**config.mk**
```make
export PLATFORM = sky130hd
export DESIGN_NAME = game_controller
export DESIGN_NICKNAME = d
export VERILOG_FILES = /design/src/rtl/game_controller.sv
export SDC_FILE = /design/constraint.sdc
export NUM_CORES = 1
export LEC_CHECK = 0
export CAP_MARGIN = 30
export CORE_UTILIZATION = 57
export CTS_CLUSTER_SIZE = 16
export DETAILED_ROUTE_END_ITERATION = 10
export GPL_TIMING_DRIVEN = 0
export PLACE_DENSITY = 0.77
export SLEW_MARGIN = 25
export SYNTH_ARGS = -nofsm -noshare
export SYNTH_HDL_FRONTEND = slang
export SYNTH_SLANG_ARGS = --single-unit
```
**constraint.sdc**
```tcl
create_clock -name clk -period 2.6 [get_ports clk]
set_input_delay 0.52 -clock clk [delete_from_list [all_inputs] [get_ports clk]]
set_output_delay 0.52 -clock clk [all_outputs]
set_load 0.1 [all_outputs]
```
**src/rtl/game_controller.sv**
```systemverilog
// Pong match sequencer.
//
// Turns the ball tracker's point and paddle-hit flags into per-player scores,
// a rally count and a winner. Walks the match through serve delay, live play,
// the pause after each point, and game over. The start button begins a match.
//
// Ports:
//   clk           in   50 MHz master clock
//   reset         in   synchronous, active-low reset
//   start         in   debounced start button; only rising edges act
//   player1_point in   level flag from the ball tracker, player 1 scored
//   player2_point in   level flag from the ball tracker, player 2 scored
//   paddle_hit    in   level flag from the ball tracker, ball hit a paddle
//   game_on       out  high only while the ball is in play
//   ball_rst_n    out  active-low re-centre reset to the ball tracker
//   score1        out  player 1 score
//   score2        out  player 2 score
//   rally         out  paddle hits in the current point, saturating at 255
//   winner        out  00 none, 01 player 1, 10 player 2
module game_controller #(
  parameter int unsigned WIN_SCORE   = 7,
  parameter int unsigned SERVE_DELAY = 50_000_000,
  parameter int unsigned POINT_PAUSE = 25_000_000
) (
  input  logic       clk,
  input  logic       reset,
  input  logic       start,
  input  logic       player1_point,
  input  logic       player2_point,
  input  logic       paddle_hit,
  output logic       game_on,
  output logic       ball_rst_n,
  output logic [3:0] score1,
  output logic [3:0] score2,
  output logic [7:0] rally,
  output logic [1:0] winner
);

  localparam int unsigned MaxDelay = (SERVE_DELAY > POINT_PAUSE) ? SERVE_DELAY : POINT_PAUSE;
  localparam int unsigned CntW     = $clog2(MaxDelay + 1);

  localparam logic [CntW-1:0] ServeLast = CntW'(SERVE_DELAY - 1);
  localparam logic [CntW-1:0] PauseLast = CntW'(POINT_PAUSE - 1);
  localparam logic [3:0]      WinScore  = 4'(WIN_SCORE);

  typedef enum logic [2:0] {StIdle, StServe, StPlay, StPoint, StOver} state_e;

  state_e          state_q;
  logic [CntW-1:0] cnt_q;
  logic            start_q, p1_q, p2_q, hit_q;
  logic            start_edge, p1_edge, p2_edge, hit_edge;

  // The *_q copies follow their inputs every cycle, so a flag already high
  // when PLAY is entered never produces an edge.
  assign start_edge = start & ~start_q;
  assign p1_edge    = player1_point & ~p1_q;
  assign p2_edge    = player2_point & ~p2_q;
  assign hit_edge   = paddle_hit & ~hit_q;

  always_ff @(posedge clk) begin
    if (!reset) begin
      state_q    <= StIdle;
      cnt_q      <= '0;
      start_q    <= 1'b0;
      p1_q       <= 1'b0;
      p2_q       <= 1'b0;
      hit_q      <= 1'b0;
      game_on    <= 1'b0;
      ball_rst_n <= 1'b0;
      score1     <= 4'd0;
      score2     <= 4'd0;
      rally      <= 8'd0;
      winner     <= 2'b00;
    end else begin
      start_q <= start;
      p1_q    <= player1_point;
      p2_q    <= player2_point;
      hit_q   <= paddle_hit;

      case (state_q)
        StIdle, StOver: begin
          if (start_edge) begin
            state_q    <= StServe;
            cnt_q      <= '0;
            score1     <= 4'd0;
            score2     <= 4'd0;
            rally      <= 8'd0;
            winner     <= 2'b00;
            game_on    <= 1'b0;
            ball_rst_n <= 1'b0;
          end
        end

        StServe: begin
          if (cnt_q == ServeLast) begin
            state_q    <= StPlay;
            cnt_q      <= '0;
            game_on    <= 1'b1;
            ball_rst_n <= 1'b1;
          end else begin
            cnt_q <= cnt_q + CntW'(1);
          end
        end

        StPlay: begin
          if (p1_edge || p2_edge) begin
            // Simultaneous points cancel and the point is simply re-served.
            if (p1_edge && !p2_edge) score1 <= score1 + 4'd1;
            if (p2_edge && !p1_edge) score2 <= score2 + 4'd1;
            state_q    <= StPoint;
            cnt_q      <= '0;
            game_on    <= 1'b0;
            ball_rst_n <= 1'b0;
          end else if (hit_edge && (rally != 8'hff)) begin
            rally <= rally + 8'd1;
          end
        end

        StPoint: begin
          if (cnt_q == PauseLast) begin
            cnt_q <= '0;
            if (score1 == WinScore) begin
              state_q <= StOver;
              winner  <= 2'b01;
            end else if (score2 == WinScore) begin
              state_q <= StOver;
              winner  <= 2'b10;
            end else begin
              state_q <= StServe;
              rally   <= 8'd0;
            end
          end else begin
            cnt_q <= cnt_q + CntW'(1);
          end
        end

        default: begin
          state_q    <= StIdle;
          cnt_q      <= '0;
          game_on    <= 1'b0;
          ball_rst_n <= 1'b0;
        end
      endcase
    end
  end

endmodule

```
==> impl_metrics.csv <==
group,metric,value,unit
sta,period_needed,2.51,ns
drt,dr_total_vias,2683,
worst_hold_path,min_path_type,"flip-flop to flip-flop",
synth,yosys.cell_types.count,61,
sta,setup-tns-final,0,ns
setup_path,reg2reg_from,"cnt_q[7]$_SDFFE_PN0P_",
layout,num_antenna_cells,0,
global_routing,grt_overflow,0,
layout,final_area,3270,um2
drt,drt-wirelength-per-cell,15.0,um
drt,first_pass_iters,8,
floorplanning,start_util,0.593,
pwr,p_int,1080,uW
floorplanning,dieArea,5200,um2
clocking,cts_repair_resize_count,0,
setup_path,worstRegToRegCells,6,
run_status,status,"finished, violations left",
placement,hpwlAfterDp,4580,um
clocking,hold_buffers,0,
drt,viasPerCell,6.20,
synth,ys_warn_count,0,
floorplanning,row_count,25,
pwr,pwr-share-clk,0.331,
setup_path,required,2.80,ns
global_routing,track_usage,0.258,
sta,timing.fmax,0.398,GHz
synth,synth_area,2800,um2
placement,port_buffers,25,
clocking,cts_buffer_depth,2,
pwr,pwr-share-comb,0.116,
setup_path,r2r_slack,0.09,ns
sta,fin_skew,0.00613,ns
setup_path,cp_max_fo,10,
setup_path,crit_type,"flip-flop to flip-flop",
floorplanning,ios,26,
synth,synth_nets,343,
clocking,htree_levels,2,
synth,yosys.area.top_type,"dfxtp_1",
setup_path,cp-startpoint,"cnt_q[7]$_SDFFE_PN0P_",
worst_hold_path,min-delay-start,"winner[1]$_SDFFE_PN0P_",
synth,yosys-top-cells-count,"dfxtp_1 (52), nand2_1 (30), a21oi_1 (26)",
pwr,seq_power_share,0.553,
global_routing,grt_pass1_vias,2313,
sta,whs,0.470,ns
pwr,power.density,451,nW/um2
drt,drtAntennaViolNets,0,
placement,place_area,3140,um2
layout,drive_above_1_share,0.0874,
clocking,cts_setup_buffers,0,
setup_path,cp-end-kind,"flip-flop",
clocking,clock-sinks,52,
setup_path,crit_path_start_kind,"flip-flop",
synth,synthTopCellsByArea,"dfxtp_1 (37%), a21oi_1 (4.6%), nand2_1 (4.0%)",
layout,fin_nets,375,
pwr,ir_worst_vdd,0.000321,V
synth,yosysSeqAreaShare,0.371,
synth,syn_area_per_cell,8.42,um2
sta,finalHoldViolCount,0,
synth,synth_cells,333,
clocking,clock_latency,0.31,ns
worst_hold_path,whs_endpoint,"winner[1]$_SDFFE_PN0P_",
sta,tightestPinTransition,0.983,ns
layout,final_util,0.691,
drt,drc,2,
run_status,violations,"design-rule violations",
pwr,leakage,0.00102,uW
sta,finalWorstSetupSlack,0.0887,ns
clocking,cts_root_buf,"clkbuf_8",
sta,finalSetupViolCount,0,
sta,min_period_over_period,0.966,
worst_hold_path,holdPathStages,2,
synth,synth_edf_count,0,
synth,synth_most_common_cell,"dfxtp_1",
setup_path,worstReg2RegEnd,"cnt_q[24]$_SDFFE_PN0P_",
placement,place_ws,-0.237,ns
floorplanning,die_y,72.1,um
global_routing,grt_pass1_wl,10700,um
floorplanning,die_w,72.1,um
sta,report.final.slew_viol_count,0,
pwr,power.net_switching,396,uW
drt,drt_iter0_drc,241,
synth,async_flop_share,0,
floorplanning,coreArea,4720,um2
layout,area_growth_syn_to_layout,16.5,%
synth,ys.flop_type,"dfxtp_1",
sta,rsz0062_at_grt,"no",
clocking,cts.clk_slew.worst_paths,0.10,ns
pwr,p_sw_frac,0.269,
setup_path,cp.arrival,2.71,ns
clocking,cts_buffers,5,
placement,place.gp.congestion,0.876,
global_routing,antenna_found_initial,0,
global_routing,grt_max_degree,17,
synth,synth_seq_cells,52,
synth,netlist.area_leader.share,0.371,
clocking,cts_tree,"yes",
sta,relSlewSlack,0.343,
drt,drt_wl_total,6510,um
flow_run,drv_cap,0,
-- state kept, by name (all words and copies together) (netlist names) --
signal	flops
cnt_q	26
rally	8
score1	4
score2	4
state_q	3
winner	2
ball_rst_n	1
hit_q	1
p1_q	1
p2_q	1
start_q	1
-- per-layer routing --
layer,wire [um],GRT usage,vias up
met1,3160,0.372,1248
met2,2860,0.402,101
met3,408,0.0431,14
met4,80,0.0654,0
li1,-,-,1320
met5,0,0,-
-- power by group through the flow --
stage / Sequential (uW) / Clock [uW] / Combinational (uW)
2_1_floorplan: 862 / 0 / 93.8
3_3_place_gp: 833 / 0 / 167
3_5_place_dp: 833 / 0 / 168
4_1_cts: 814 / 503 / 169
5_1_grt: 816 / 531 / 186
6_report: 814 / 488 / 171
-- cells by family after synthesis --
logic type | share of synthesized area
AOI/OAI and AO/OA | 0.188
xor gates and xnor gates | 0.0406
adders and majority gates | 0.0179
buffers and inverters | 0.0384
DFF | 0.371
muxes | 0.0107
and+or+nand+nor | 0.333
-- worst max-delay path by stage --
| stage | cells after the start | endpoint |
|---|---|---|
| 2_1_floorplan | 6 | rally[7]$_SDFFE_PN0P_ |
| 3_3_place_gp | 7 | cnt_q[23]$_SDFFE_PN0P_ |
| 3_5_place_dp | 7 | cnt_q[23]$_SDFFE_PN0P_ |
| 4_1_cts | 5 | rally[4]$_SDFFE_PN0P_ |
| 5_1_grt | 6 | cnt_q[24]$_SDFFE_PN0P_ |
| 6_report | 6 | cnt_q[24]$_SDFFE_PN0P_ |
-- per-stage QoR --
| stage | instances | power (uW) |
|---|---|---|
| 6_report | 433 | 1470 |
| 5_1_grt | 433 | 1530 |
| 4_1_cts | 433 | 1490 |
| 3_5_place_dp | 425 | 1000 |
| 3_3_place_gp | 425 | 999 |
| 2_1_floorplan | 333 | 956 |
-- cells in the final DEF, fill, tap and decap left out, drive strengths merged, types with 3 or more instances in the layout --
cell           count
a211oi             5
a21oi             27
a31oi              7
and2               6
and3               7
and4               3
buf                7
clkbuf            14
clkdlybuf4s50     25
dfxtp             52
ha                 4
inv                9
mux2i              3
nand2             30
nand2b             7
nand3             18
nand3b             3
nand4             12
nand4b             4
nor2              21
nor2b              4
nor3              11
nor3b              5
nor4               6
o21a               4
o21ai              9
o31ai              4
or3                9
or4                8
xnor2             11
-- layout make-up --
| type | instances | area [um2] |
|---|---|---|
| Clock inverter | 2 | 15.0 |
| Multi-Input combinational cell | 257 | 1680 |
| Buffer | 15 | 75.1 |
| Clock buffer | 6 | 82.6 |
| Inverter | 9 | 33.8 |
| Fill cell | 382 | 1460 |
| Tap cell | 67 | 83.8 |
| Sequential cell | 52 | 1040 |
| Timing Repair Buffer | 25 | 250 |
-- critical path: stages (launching register included) --
cell and delay [ns]:
dfxtp_1 0.35, or4_4 0.59, or4_1 0.57, o311a_4 0.38, a21oi_4 0.26, buf_6 0.20
a21oi_1 0.05
Power figures use the tool's default switching activity.
